<file path="config.mk">
export PLATFORM = sky130hd
export DESIGN_NAME = rfg_axis_frame_arbiter
export DESIGN_NICKNAME = d
export VERILOG_FILES = /design/src/rtl/rfg_axis_pkg.sv /design/src/rtl/rfg_frame_tracker.sv /design/src/rtl/rfg_axis_frame_arbiter.sv
export SDC_FILE = /design/constraint.sdc
export NUM_CORES = 1
export LEC_CHECK = 0
export ABC_AREA = 0
export BUFFER_PORTS_ARGS = -buffer_cell sky130_fd_sc_hd__buf_2
export CAP_MARGIN = 20
export CORE_MARGIN = 5
export CORE_UTILIZATION = 49
export DETAILED_ROUTE_END_ITERATION = 8
export PLACE_DENSITY_LB_ADDON = 0.08
export REMOVE_ABC_BUFFERS = 1
export SETUP_SLACK_MARGIN = 0.1
export SLEW_MARGIN = 5
export SYNTH_ARGS = -nofsm -noshare
export SYNTH_HDL_FRONTEND = slang
export SYNTH_SLANG_ARGS = --single-unit
</file>
<file path="constraint.sdc">
create_clock -name aclk -period 1.9 [get_ports aclk]
set_clock_uncertainty 0.1 [all_clocks]
set_input_delay 0.19 -clock aclk [delete_from_list [all_inputs] [get_ports aclk]]
set_output_delay 0.19 -clock aclk [all_outputs]
set_load 0.1 [all_outputs]
</file>
<file path="src/rtl/rfg_axis_pkg.sv">
// Shared definitions for the RFG AXIS byte-stream blocks: header layout,
// frame-tracker state encoding and length-field width.
package rfg_axis_pkg;

  // Width of the frame length field ({LENB, LENA}); 0 encodes 65536 bytes.
  localparam int RFG_LEN_W = 16;

  // Bit positions of the command flags inside the header byte.
  localparam int RFG_HDR_WRITE_BIT = 0;
  localparam int RFG_HDR_READ_BIT  = 1;

  // Header byte layout as sent by the host.
  typedef struct packed {
    logic [3:0] vchannel;
    logic       rsvd;
    logic       incr;
    logic       read;
    logic       write;
  } rfg_header_t;

  // Position inside an RFG command frame.
  typedef enum logic [2:0] {
    HEADER,
    ADDRESS,
    LENA,
    LENB,
    PAYLOAD
  } rfg_frame_state_t;

endpackage

</file>
<file path="src/rtl/rfg_frame_tracker.sv">
// Follows an RFG command frame byte by byte and flags the byte that ends it.
// frame_last_o describes the byte currently on byte_i (combinational); state
// only advances when xfer_i reports that the byte was actually transferred.
module rfg_frame_tracker
  import rfg_axis_pkg::*;
(
  input  logic       clk,
  input  logic       rst_n,
  input  logic [7:0] byte_i,
  input  logic       xfer_i,
  output logic       frame_last_o
);

  rfg_frame_state_t     state_q, state_d;
  logic                 write_q, write_d;
  logic [7:0]           lena_q, lena_d;
  logic [RFG_LEN_W-1:0] cnt_q, cnt_d;

  // Decide whether the byte currently presented closes the frame.
  always_comb begin
    // NOTE: every combinational output gets a default first so no path can infer a latch.
    frame_last_o = 1'b0;
    case (state_q)
      HEADER:  frame_last_o = !(byte_i[RFG_HDR_WRITE_BIT] | byte_i[RFG_HDR_READ_BIT]);
      LENB:    frame_last_o = !write_q;
      PAYLOAD: frame_last_o = (cnt_q == RFG_LEN_W'(1));
      default: frame_last_o = 1'b0;
    endcase
  end

  // Next-state logic: move one field forward per transferred byte.
  always_comb begin
    state_d = state_q;
    write_d = write_q;
    lena_d  = lena_q;
    cnt_d   = cnt_q;
    if (xfer_i) begin
      case (state_q)
        HEADER: begin
          write_d = byte_i[RFG_HDR_WRITE_BIT];
          state_d = frame_last_o ? HEADER : ADDRESS;
        end
        ADDRESS: state_d = LENA;
        LENA: begin
          lena_d  = byte_i;
          state_d = LENB;
        end
        LENB: begin
          // Write wins over read when both flags are set; len=0 wraps to 65536.
          if (write_q) begin
            cnt_d   = {byte_i, lena_q};
            state_d = PAYLOAD;
          end else begin
            state_d = HEADER;
          end
        end
        PAYLOAD: begin
          cnt_d = cnt_q - RFG_LEN_W'(1);
          if (cnt_q == RFG_LEN_W'(1)) state_d = HEADER;
        end
        default: state_d = HEADER;
      endcase
    end
  end

  // Tracker state register.
  always_ff @(posedge clk or negedge rst_n) begin
    if (!rst_n) begin
      state_q <= HEADER;
      write_q <= 1'b0;
      lena_q  <= '0;
      cnt_q   <= '0;
    end else begin
      // NOTE: non-blocking assignments so every register samples pre-edge values.
      state_q <= state_d;
      write_q <= write_d;
      lena_q  <= lena_d;
      cnt_q   <= cnt_d;
    end
  end

endmodule

</file>
<file path="src/rtl/rfg_axis_frame_arbiter.sv">
// Round-robin arbiter merging NUM_PORTS AXIS byte streams into one, holding the
// grant for a whole RFG command frame and tagging bytes with the source index.
// Optional feature: define RFG_ARB_TLAST_EN to add m_axis_tlast marking the
// last byte of each frame.
module rfg_axis_frame_arbiter
  import rfg_axis_pkg::*;
#(
  parameter int NUM_PORTS     = 2,
  parameter int ID_DEST_WIDTH = 8
) (
  input  logic                     aclk,
  input  logic                     aresetn,
  input  logic [NUM_PORTS*8-1:0]   s_axis_tdata,
  input  logic [NUM_PORTS-1:0]     s_axis_tvalid,
  output logic [NUM_PORTS-1:0]     s_axis_tready,
  output logic [7:0]               m_axis_tdata,
  output logic                     m_axis_tvalid,
  input  logic                     m_axis_tready,
  output logic [ID_DEST_WIDTH-1:0] m_axis_tid,
  output logic                     arb_busy,
  output logic [NUM_PORTS-1:0]     arb_grant
`ifdef RFG_ARB_TLAST_EN
  ,
  output logic                     m_axis_tlast
`endif
);

  localparam int IDX_W = (NUM_PORTS > 1) ? $clog2(NUM_PORTS) : 1;
  typedef logic [IDX_W-1:0] idx_t;

  logic                 busy_q, busy_d;
  logic [NUM_PORTS-1:0] grant_q, grant_d;
  idx_t                 idx_q, idx_d;
  idx_t                 rr_q, rr_d;

  logic pick_found;
  idx_t pick_idx;
  logic xfer;
  logic frame_last;

  // Round-robin search: first requesting port at or after the rr pointer.
  always_comb begin
    pick_found = 1'b0;
    pick_idx   = rr_q;
    for (int k = 0; k < NUM_PORTS; k++) begin
      if (!pick_found && s_axis_tvalid[idx_t'((int'(rr_q) + k) % NUM_PORTS)]) begin
        pick_found = 1'b1;
        pick_idx   = idx_t'((int'(rr_q) + k) % NUM_PORTS);
      end
    end
  end

  // Pass-through datapath from the granted port; idle ports see tready=0.
  always_comb begin
    m_axis_tdata  = busy_q ? s_axis_tdata[8*idx_q +: 8] : 8'h00;
    m_axis_tvalid = busy_q & s_axis_tvalid[idx_q];
    s_axis_tready = grant_q & {NUM_PORTS{m_axis_tready}};
    m_axis_tid    = '0;
    m_axis_tid[IDX_W-1:0] = idx_q;
  end

  assign xfer      = m_axis_tvalid & m_axis_tready;
  assign arb_busy  = busy_q;
  assign arb_grant = grant_q;

  rfg_frame_tracker u_tracker (
    .clk          (aclk),
    .rst_n        (aresetn),
    .byte_i       (m_axis_tdata),
    .xfer_i       (xfer),
    .frame_last_o (frame_last)
  );

`ifdef RFG_ARB_TLAST_EN
  assign m_axis_tlast = m_axis_tvalid & frame_last;
`endif

  // Grant control: lock on a request when idle, release after the frame's last byte.
  always_comb begin
    busy_d  = busy_q;
    grant_d = grant_q;
    idx_d   = idx_q;
    rr_d    = rr_q;
    if (!busy_q) begin
      if (pick_found) begin
        busy_d  = 1'b1;
        grant_d = NUM_PORTS'(1) << pick_idx;
        idx_d   = pick_idx;
      end
    end else if (xfer && frame_last) begin
      busy_d  = 1'b0;
      grant_d = '0;
      idx_d   = '0;
      rr_d    = idx_t'((int'(idx_q) + 1) % NUM_PORTS);
    end
  end

  // Grant, tid and round-robin pointer registers.
  always_ff @(posedge aclk or negedge aresetn) begin
    if (!aresetn) begin
      busy_q  <= 1'b0;
      grant_q <= '0;
      idx_q   <= '0;
      rr_q    <= '0;
    end else begin
      busy_q  <= busy_d;
      grant_q <= grant_d;
      idx_q   <= idx_d;
      rr_q    <= rr_d;
    end
  end

endmodule

</file>
==> summary.md, run 1 <==
| Metric | Value |
|---|---|
| Drt wl/cell | `15.68 um` |
| Largest family of logic cells by synthesized area | `simple AND/OR/NAND/NOR gates` |
| Syn Inst Count | `225` |
| # nets final | `330` |
| Element type at the critical path start | `flop` |
| Simple-gate area share of the yosys netlist | `0.2081` |
| Pwr Total | `5522 uW` |
| Max cap viols | `0` |
| Fin crit period | `2.138 ns` |
| Hold Fails Final Rpt | `0` |
| Worst-margin pin slew | `0.7260 ns` |
| Drt pass-1 iters | `5` |
| Ys Warns | `0` |
| Final setup TNS | `-0.8700 ns` |
| Row cnt | `23` |
| Sequential share of the synthesized area | `0.3988` |
| Data arrival, critical path | `2.25 ns` |
| Vias | `1994` |
| Clk_lat worst skew | `0.28 ns` |
| Async SR Flop Fraction | `1.000` |
| Post-synth top area share | `0.3988` |
| Worst EP required | `2.01 ns` |
| Hold path start | `s_axis_tvalid[1]` |
| Mean Syn Cell Area | `8.925 um2` |
| Synth Area in Compound Gates | `0.2012` |
| Yosys cell types | `46` |
| Antenna cells | `0` |
| Remaining DRCs | `0` |
| I/O Buffers | `35` |
| Die width | `74.02 um` |
| HPWL Detailed | `3658 um` |
| FF/Latch Area | `803.3 um2` |
| Crit-path cells | `or4_4 > nor3b_4 > nand4_1 > a221oi_2 > buf_4 > mux2i_1` |
| H-tree Lvls | `2` |
| Initial drt markers | `184` |
| Placeable Area | `4000 um2` |
| DRT Wirelength | `5615 um` |
| Total grt overflow | `0` |
| Status | `finished, violations left` |
| Adder-cell share of the synthesized area | `0.01246` |
| Slowest-stage cell, CP | `or4_4` |
| Largest net degree at the start of global routing | `33` |
| Most frequent cells after synthesis | `dfrtp_1 (32), nor2_1 (29), a21oi_1 (22)` |
| Count leader, synth | `dfrtp_1` |
| Worst hold slack | `0.1236 ns` |
| Lkg Pwr | `0.001345 uW` |
| Area of the mapped netlist | `2008 um2` |
| Buf/Inv on CP | `1` |
| Post-synth EDFFs | `0` |
| RSZ-0062 raised after global routing | `true` |
| Starting density of the core | `0.5020` |
| Pre-CTS WS | `-0.1963 ns` |
| Crit share post-route | `1.125` |
| Synth area leader | `dfrtp_1` |
| Violated checks | `setup timing` |
| Peak Freq | `467.7 MHz` |
| CP Class | `flop to flop` |
| Hold crit path type | `input port to flop` |
| Slew margin rel. | `0.5160` |
| Vert. Die Dim | `74.02 um` |
| CP top delay family | `simple AND/OR/NAND/NOR gates` |
| Crit. Startpoint | `u_tracker.cnt_q[13]` |
| Layout Utilization | `0.7667` |
| Final WS setup | `-0.2379 ns` |
| Max incr delay on CP | `0.56 ns` |
| Number of vias per cell | `5.570` |
| Clock root cell | `clkbuf_8` |
| Mux cell area share after synthesis | `0.1003` |
| RR Startpoint | `u_tracker.cnt_q[13]` |
| First-pass GRT wire length | `8631 um` |
| Num CTS Buffers | `5` |
| CTS tree | `built` |
| Initial antenna violation count | `0` |
| Peak supply drop | `1.177 mV` |
| Synth Area in XOR/XNOR | `0` |
| Antenna Nets Post-Route | `0` |
| Area delta synth->final | `52.71%` |
| Area of the multi-input gates | `1209 um2` |
| PwrDens | `1801 nW/um2` |
| Fill cells | `270` |
| Io pins | `43` |
| Primary FF master, synth | `dfrtp_1` |
| Synth area leaders | `dfrtp_1 (40%), a21oi_1 (5.5%), nor2_1 (5.4%)` |
| All-Layer GR Usage | `0.2064` |
| Clk sinks | `32` |
| Total Die Area | `5479 um2` |
| Final setup violation count | `4` |
| Vias in the first global route | `1816` |
| Max FO, Critical Path | `4` |
| Layout cells sized above 1 | `0.4448` |
| #FFs+latches synth | `32` |
| Clock transition at path regs | `0.07 ns` |
| Slew Viols, Final | `0` |
| CTS Buffer Depth | `2` |
| CP Capture Type | `flop` |
| Gp weighted congestion | `0.8501` |
[metrics by stage]
| stage | cells | instance area [um2] |
|---|---|---|
| after floorplan | 211 | 1902 |
| after global placement | 326 | 2570 |
| after detailed placement | 326 | 2570 |
| after CTS | 337 | 2786 |
| after global routing | 358 | 3067 |
| final | 358 | 3067 |
[timing repair]
| action | 4_1_cts | 5_1_grt |
|---|---|---|
| hold buffers | 1 | 0 |
| pin swaps | 4 | 9 |
| buffers inserted | 2 | 19 |
| endpoints found under the setup margin | 27 | 40 |
| resized for setup | 20 | 25 |
| cloned | 0 | 2 |
| endpoints found under the hold margin | 32 | 0 |
[per-layer routing]
metal | track usage | vias up | share of wire
met2 | 0.3317 | 69 | 0.47
li1 | - | 965 | -
met5 | 0 | - | 0
met1 | 0.2852 | 954 | 0.46
met4 | 0.04829 | 0 | 0.0091
met3 | 0.04595 | 6 | 0.063
[where the power goes]
group / switching [uW] / internal [uW] / total (uW)
sequential: 276 / 1000 / 1280
combinational: 1960 / 1570 / 3530
clock: 256 / 463 / 719
[kinds of logic after synthesis]
kind of cell | Yosys count
AND/OR/NAND/NOR | 80
flip-flops | 32
multiplexers | 19
other | 1
AO/OA/AOI/OAI | 64
buffers and inverters | 27
adder cells (fa/ha/maj) | 2
[worst reg2reg max path, stage by stage, from the launching register on]
cell,delay [ns]
dfrtp_1,0.38
or4_4,0.56
nor3b_4,0.21
nand4_1,0.19
a221oi_2,0.29
buf_4,0.17
mux2i_1,0.17
[layout by cell type, fill, tap and decap left out, types with 3 or more instances in the layout]
cell       n
and2_1     5
nand2_1   14
o32ai_1    3
a21oi_1   20
buf_2     23
buf_6      7
dfrtp_1   30
mux2i_2    3
nor3_1     7
nor2_2    10
clkbuf_8   7
nand2b_1   3
conb_1     7
buf_12    15
mux2i_1    6
nor2_1    18
a31oi_1    3
mux2_4     8
buf_4     41
inv_1      6
o21ai_0   17
nand3_1    6
o22a_1     3
[final timing paths]
path / end / slack, ns / cells past startpoint
hold reg to reg: u_tracker.lena_q[6] / 0.42 / 1
hold / removal: arb_busy / 0.12 / 3
min in group asynchronous: u_tracker.write_q / 0.42 / 2
setup reg to reg: rr_q / -0.24 / 6
setup / recovery: rr_q / -0.24 / 6
max in group asynchronous: arb_busy / 0.77 / 2
[registers in the layout (all words and copies together), names as in the netlist]
register	flops
u_tracker.cnt_q	16
u_tracker.write_q	1
u_tracker.state_q	3
rr_q	1
u_tracker.lena_q	8
arb_grant	2
arb_busy	1
[final cells by class]
type | instances | area share
Clock buffer | 7 | 0.03142
Clock inverter | 1 | 0.009792
Inverter | 7 | 0.009384
Multi-Input combinational cell | 173 | 0.3941
Sequential cell | 32 | 0.2619
Tap cell | 50 | 0.02040
Timing Repair Buffer | 88 | 0.2729
(Power assumes the default switching activity.)
==> run 2: changes to the inputs <==
--- a/config.mk
+++ b/config.mk
@@ -8,8 +8,8 @@
 export ABC_AREA = 0
 export BUFFER_PORTS_ARGS = -buffer_cell sky130_fd_sc_hd__buf_2
 export CAP_MARGIN = 20
-export CORE_MARGIN = 5
-export CORE_UTILIZATION = 49
+export CORE_MARGIN = 1.5
+export CORE_UTILIZATION = 54
 export DETAILED_ROUTE_END_ITERATION = 8
 export PLACE_DENSITY_LB_ADDON = 0.08
 export REMOVE_ABC_BUFFERS = 1
==> constraint.sdc (replaced) <==
create_clock -name aclk -period 2.3 [get_ports aclk]
set_clock_uncertainty 0.1 [all_clocks]
set_input_delay 0.23 -clock aclk [delete_from_list [all_inputs] [get_ports aclk]]
set_output_delay 0.23 -clock aclk [all_outputs]
set_load 0.1 [all_outputs]
==> run 2 against run 1 <==
- the flow now finishes without violations
- critical path type unchanged
- utilization decreased by 8.0 points
- fmax decreased by 0.48%
- register-to-register slack improved by 0.39 ns
- via count decreased by 11%
- die area decreased by 25%
- sequential power decreased by 16%
- first-iteration DRC count decreased by 5.4%
- cell area decreased by 23%
- routed wire length decreased by 16%
- non-clock buffer count decreased by 40
- worst setup slack improved by 0.39 ns
- critical path depth decreased by 1
==> summary.md, run 2 (synthesized netlist as in run 1, its figures left out) <==
| Metric | Value |
|---|---|
| Max FFs per register | `16 (unchanged)` |
| Pre-CTS WS | `0.1146 ns (was -0.1963 ns)` |
| Crit-path cells | `or4_4 > nor3b_2 > nand4_1 > a221oi_4 > mux2i_1 (was or4_4 > nor3b_4 > nand4_1 > a221oi_2 > buf_4 > mux2i_1)` |
| HPWL Detailed | `3434 um (was 3658 um)` |
| Slew margin rel. | `0.5170 (was 0.5160)` |
| Starting density of the core | `0.5834 (was 0.5020)` |
| CP Capture Type | `flop (unchanged)` |
| Crit share post-route | `0.9340 (was 1.125)` |
| Max FO, Critical Path | `4 (unchanged)` |
| Gp weighted congestion | `0.8817 (was 0.8501)` |
| Remaining DRCs | `0 (unchanged)` |
| Antenna Nets Post-Route | `0 (unchanged)` |
| Area delta synth->final | `17.69% (was 52.71%)` |
| Vias | `1780 (was 1994)` |
| Vias in the first global route | `1831 (was 1816)` |
| All-Layer GR Usage | `0.2603 (was 0.2064)` |
| Largest net degree at the start of global routing | `33 (unchanged)` |
| Element type at the critical path start | `flop (unchanged)` |
| Slowest-stage cell, CP | `or4_4 (unchanged)` |
| Initial antenna violation count | `0 (unchanged)` |
| Status | `finished clean (was finished, violations left)` |
| Placeable Area | `3442 um2 (was 4000 um2)` |
| Most flops, register | `u_tracker.cnt_q (unchanged)` |
| CTS Buffer Depth | `2 (unchanged)` |
| Final setup violation count | `0 (was 4)` |
| Num CTS Buffers | `5 (unchanged)` |
| # nets final | `289 (was 330)` |
| Number of vias per cell | `5.687 (was 5.570)` |
| Slew Viols, Final | `0 (unchanged)` |
| Peak supply drop | `1.431 mV (was 1.177 mV)` |
| Antenna cells | `0 (unchanged)` |
| Initial drt markers | `174 (was 184)` |
| Data arrival, critical path | `2.26 ns (was 2.25 ns)` |
| Total Die Area | `4093 um2 (was 5479 um2)` |
| Worst hold slack | `0.1046 ns (was 0.1236 ns)` |
| Vert. Die Dim | `63.98 um (was 74.02 um)` |
| Peak Freq | `465.5 MHz (was 467.7 MHz)` |
| I/O Buffers | `35 (unchanged)` |
| RSZ-0062 raised after global routing | `true (unchanged)` |
| Clock root cell | `clkbuf_8 (unchanged)` |
| Most frequent cells in the layout | `dfrtp_1 (32), buf_2 (31), nor2_1 (29), a21oi_1 (22) (was buf_4 (41), dfrtp_1 (30), buf_2 (23), a21oi_1 (20), nor2_1 (18))` |
| Hold crit path type | `input port to flop (unchanged)` |
| Clk_lat worst skew | `0.28 ns (about the same)` |
| Drt pass-1 iters | `4 (was 5)` |
| Die width | `63.98 um (was 74.02 um)` |
| Most common cell after layout, fill and taps aside | `dfrtp_1 (was buf_4)` |
| Placed inst area | `2232 um2 (was 2570 um2)` |
| Worst-margin pin slew | `0.7245 ns (was 0.7260 ns)` |
| Worst EP required | `2.41 ns (was 2.01 ns)` |
| First-pass GRT wire length | `8355 um (was 8631 um)` |
| CTS tree | `built (unchanged)` |
| PwrDens | `1498 nW/um2 (was 1801 nW/um2)` |
| Max cap viols | `0 (unchanged)` |
| Largest registers | `u_tracker.cnt_q: 16 flops, u_tracker.lena_q: 8 flops, u_tracker.state_q: 3 flops (unchanged)` |
| Final instance area | `2364 um2 (was 3067 um2)` |
| Fin crit period | `2.148 ns (was 2.138 ns)` |
| Layout cells sized above 1 | `0.2734 (was 0.4448)` |
| Total grt overflow | `0 (unchanged)` |
| Lkg Pwr | `0.001030 uW (was 0.001345 uW)` |
| Row cnt | `21 (was 23)` |
| CP Class | `flop to flop (unchanged)` |
| DRT Wirelength | `4729 um (was 5615 um)` |
| H-tree Lvls | `2 (unchanged)` |
| Drt wl/cell | `15.11 um (was 15.68 um)` |
| Clock transition at path regs | `0.07 ns (about the same)` |
| Max incr delay on CP | `0.54 ns (was 0.56 ns)` |
| Io pins | `43 (unchanged)` |
| Final WS setup | `0.1519 ns (was -0.2379 ns)` |
| Clk sinks | `32 (unchanged)` |
| Hold Fails Final Rpt | `0 (unchanged)` |
-- run 2: cell types whose count changed in the layout (fill, tap and decap cells not counted), moves of 4 or more --
cell / delta
buf_6: -7
buf_2: +8
nor2_2: -10
nor2_1: +11
mux2_2: +8
buf_4: -29
mux2i_1: +4
buf_12: -14
mux2_4: -8
-- run 2: critical path, delay by kind of cell (launching register included) --
kind,cells,cell delay [ns]
multiplexers,1,0.23
AO/OA/AOI/OAI,1,0.41
flip-flops,1,0.41
AND/OR/NAND/NOR,3,0.93
-- run 2: cell type report --
cell class,count,area [um2]
well taps,46,57.56
clock inverters,1,7.507
repair buffers,48,297.8
inverters,7,26.28
clock buffers,7,86.33
multi-input cells,172,1087
fillers,298,1079
flip-flops and latches,32,800.8
-- run 2: where the power goes --
part           internal (uW)  switching (uW)  total (uW)  leakage, uW
Clock                    243             201         444    0.0000445
Sequential               829             250        1080     0.000383
Combinational            603            1410        2020     0.000603
-- run 2: path summary, 6_finish.rpt --
| path | endpoint | slack [ns] | depth (start not counted) | from |
|---|---|---|---|---|
| max reg2reg | rr_q | 0.15 | 5 | u_tracker.cnt_q[12] |
| max | rr_q | 0.15 | 5 | u_tracker.cnt_q[12] |
| min reg2reg | u_tracker.lena_q[2] | 0.41 | 1 | u_tracker.lena_q[2] |
| max in group asynchronous | u_tracker.lena_q[5] | 1.20 | 2 | aresetn |
| min in group asynchronous | u_tracker.write_q | 0.44 | 2 | aresetn |
| min | arb_busy | 0.10 | 3 | s_axis_tvalid[1] |
-- run 2: timing repair --
item,4_1_cts,5_1_grt
hold buffers,1,0
resized for setup,0,7
endpoints found under the setup margin,0,8
endpoints found under the hold margin,32,0
setup buffers,0,1
-- run 2: metal layers --
metal  vias up  share of wire  global-route usage
li1        870              -                   -
met1       866           0.48              0.3458
met2        37           0.48              0.4310
met3         7          0.030             0.04049
met4         0          0.011             0.08967
met5         -              0                   0
-- run 2: per-stage QoR --
stage            util  instances  setup TNS [ns]  power [uW]
3_3_place_gp   0.6485        303               0        3016
3_5_place_dp   0.6485        303               0        3065
6_report       0.6867        313               0        3541
2_1_floorplan       -        211          -57.62        2574
5_1_grt        0.6867        313               0        3776
4_1_cts        0.6787        312               0        3522
==> run 3: changes to the inputs <==
--- a/config.mk
+++ b/config.mk
@@ -9,7 +9,7 @@
 export BUFFER_PORTS_ARGS = -buffer_cell sky130_fd_sc_hd__buf_2
 export CAP_MARGIN = 20
 export CORE_MARGIN = 1.5
-export CORE_UTILIZATION = 54
+export CORE_UTILIZATION = 50
 export DETAILED_ROUTE_END_ITERATION = 8
 export PLACE_DENSITY_LB_ADDON = 0.08
 export REMOVE_ABC_BUFFERS = 1
==> run 3 against run 2 <==
- routed wire length down 0.93%
- sequential power barely moved
- first-iteration DRC count fell by 29%
- via count grew 0.17%
- non-clock buffer count rose by 2
- flip-flop and latch count is the same
- critical path type unchanged
- final cell count increased by 1.3%
- sequential share of layout area shrank 0.55 points
- hold slack gained 0.014 ns
==> summary.md, run 3 (synthesized netlist as in run 1, its figures left out) <==
| Metric | Value |
|---|---|
| Max FFs per register | `16 (unchanged)` |
| Final WS setup | `0.1580 ns (was 0.1519 ns)` |
| Max incr delay on CP | `0.57 ns (was 0.54 ns)` |
| Cell internal pwr | `1704 uW (was 1674 uW)` |
| First-pass GRT wire length | `7790 um (was 8355 um)` |
| Clock root cell | `clkbuf_8 (unchanged)` |
| Max cap viols | `0 (unchanged)` |
| Vert. Die Dim | `66.38 um (was 63.98 um)` |
| RSZ-0062 raised after global routing | `true (unchanged)` |
| Layout cells sized above 1 | `0.2788 (was 0.2734)` |
| Layout Utilization | `0.6370 (was 0.6867)` |
| Remaining DRCs | `0 (unchanged)` |
| Io pins | `43 (unchanged)` |
| Most frequent cells in the layout | `dfrtp_1 (32), buf_2 (32), nor2_1 (29), a21oi_1 (22), o21ai_0 (16) (was dfrtp_1 (32), buf_2 (31), nor2_1 (29), a21oi_1 (22))` |
| Antenna cells | `0 (unchanged)` |
| Num CTS Buffers | `5 (unchanged)` |
| Peak supply drop | `1.274 mV (was 1.431 mV)` |
| Placeable Area | `3771 um2 (was 3442 um2)` |
| CP Capture Type | `flop (unchanged)` |
| Worst EP required | `2.42 ns (was 2.41 ns)` |
| Initial drt markers | `124 (was 174)` |
| Starting density of the core | `0.5325 (was 0.5834)` |
| Clk sinks | `32 (unchanged)` |
| Placed instance count | `306 (was 303)` |
| Largest registers | `u_tracker.cnt_q: 16 flops, u_tracker.lena_q: 8 flops, u_tracker.state_q: 3 flops (unchanged)` |
| Die width | `66.38 um (was 63.98 um)` |
| Clock transition at path regs | `0.06 ns (was 0.07 ns)` |
| Max FO, Critical Path | `4 (unchanged)` |
| Non-Filler Instances | `317 (was 313)` |
| Element type at the critical path start | `flop (unchanged)` |
| Hold Fails Final Rpt | `0 (unchanged)` |
| Total grt overflow | `0 (unchanged)` |
| Net Sw Power | `1875 uW (was 1867 uW)` |
| Drt wl/cell | `14.78 um (was 15.11 um)` |
| Clock share of power | `0.126 (was 0.125)` |
| H-tree Lvls | `2 (unchanged)` |
| HPWL Detailed | `3404 um (was 3434 um)` |
| Crit-path cells | `or4_4 > nor3b_4 > nand4_1 > a221oi_4 > mux2i_1 (was or4_4 > nor3b_2 > nand4_1 > a221oi_4 > mux2i_1)` |
| Final instance area | `2402 um2 (was 2364 um2)` |
| Buf/Inv on CP | `0 (unchanged)` |
| Comb power frac | `0.568 (was 0.570)` |
| Sw Share | `0.5238 (was 0.5272)` |
| CP top delay family | `simple AND/OR/NAND/NOR gates (unchanged)` |
| Largest net degree at the start of global routing | `33 (unchanged)` |
| Status | `finished clean (unchanged)` |
| Fin crit period | `2.142 ns (was 2.148 ns)` |
| Slew margin rel. | `0.5092 (was 0.5170)` |
| Worst-margin pin slew | `0.7362 ns (was 0.7245 ns)` |
| Lkg Pwr | `0.001057 uW (was 0.001030 uW)` |
| Area delta synth->final | `19.63% (was 17.69%)` |
| Gp weighted congestion | `0.8132 (was 0.8817)` |
| Pre-CTS WS | `0.1400 ns (was 0.1146 ns)` |
| I/O Buffers | `35 (unchanged)` |
| Final setup violation count | `0 (unchanged)` |
| Vias | `1783 (was 1780)` |
| Drt pass-1 iters | `4 (unchanged)` |
| Data arrival, critical path | `2.26 ns (about the same)` |
| Hold crit path type | `input port to flop (unchanged)` |
| Row cnt | `22 (was 21)` |
| Peak Freq | `466.9 MHz (was 465.5 MHz)` |
| Slowest-stage cell, CP | `or4_4 (unchanged)` |
| Antenna Nets Post-Route | `0 (unchanged)` |
| Initial antenna violation count | `0 (unchanged)` |
| PwrDens | `1490 nW/um2 (was 1498 nW/um2)` |
| CTS tree | `built (unchanged)` |
| Seq pwr share | `0.307 (was 0.305)` |
| CP Class | `flop to flop (unchanged)` |
| All-Layer GR Usage | `0.2400 (was 0.2603)` |
| Placed inst area | `2257 um2 (was 2232 um2)` |
| DRT Wirelength | `4685 um (was 4729 um)` |
| # nets final | `291 (was 289)` |
| CTS Buffer Depth | `2 (unchanged)` |
| Total Die Area | `4406 um2 (was 4093 um2)` |
| Slew Viols, Final | `0 (unchanged)` |
| Crit share post-route | `0.9313 (was 0.9340)` |
| Number of vias per cell | `5.625 (was 5.687)` |
| Clk_lat worst skew | `0.29 ns (was 0.28 ns)` |
| Vias in the first global route | `1643 (was 1831)` |
| Most flops, register | `u_tracker.cnt_q (unchanged)` |
==> run 3: through the flow <==
step | setup TNS (ns) | total power (uW) | hold WS [ns]
floorplan | -57.62 | 2574 | -0.1656
CTS | 0 | 3554 | 0.1029
detailed placement | 0 | 3095 | 0.2350
global route | 0 | 3809 | 0.1517
global placement | 0 | 3068 | 0.2291
finish | 0 | 3579 | 0.1189
==> run 3: what timing repair did <==
item | CTS | global route
resized for setup | 0 | 6
hold buffers | 1 | 0
buffers inserted | 0 | 2
hold endpoints to repair | 32 | 0
endpoints found under the setup margin | 0 | 6
==> run 3: layout make-up <==
class                   instances  area, um2
clock buffers                   8      90.09
flip-flops and latches         32      800.8
multi-input cells             172       1102
fillers                       341       1369
well taps                      48      60.06
inverters                       7      26.28
repair buffers                 50      322.8
==> run 3: layer usage <==
metal | vias to the layer above | GRT usage | routed length [um]
met4 | 0 | 0.1071 | 91
li1 | 881 | - | -
met1 | 855 | 0.3423 | 2356
met3 | 8 | 0.04600 | 152
met2 | 39 | 0.3500 | 2084
met5 | - | 0 | 0
==> run 3: power groups by stage <==
stage / Clock, uW / Sequential, uW / Combinational, uW
after floorplan: 0 / 1260 / 1310
after global placement: 0 / 1090 / 1980
after detailed placement: 0 / 1090 / 2000
after CTS: 463 / 1080 / 2010
after global routing: 491 / 1140 / 2180
final: 449 / 1100 / 2030
==> run 3: worst min-delay path: stages <==
cell and delay [ns]:
buf_2 0.11, nor3_1 0.05, nor2_1 0.07
==> run 3: path summary, 6_finish.rpt <==
kind                                             end  depth (start not counted)                 from  slack (ns)
worst max register to register                  rr_q                          5  u_tracker.cnt_q[13]        0.16
min in group asynchronous         u_tracker.cnt_q[3]                          2              aresetn        0.44
max in group asynchronous       u_tracker.state_q[2]                          2              aresetn        1.19
worst min-delay path                        arb_busy                          3     s_axis_tvalid[1]        0.12
worst max-delay path                            rr_q                          5  u_tracker.cnt_q[13]        0.16
worst min register to register   u_tracker.lena_q[5]                          1  u_tracker.lena_q[5]        0.41
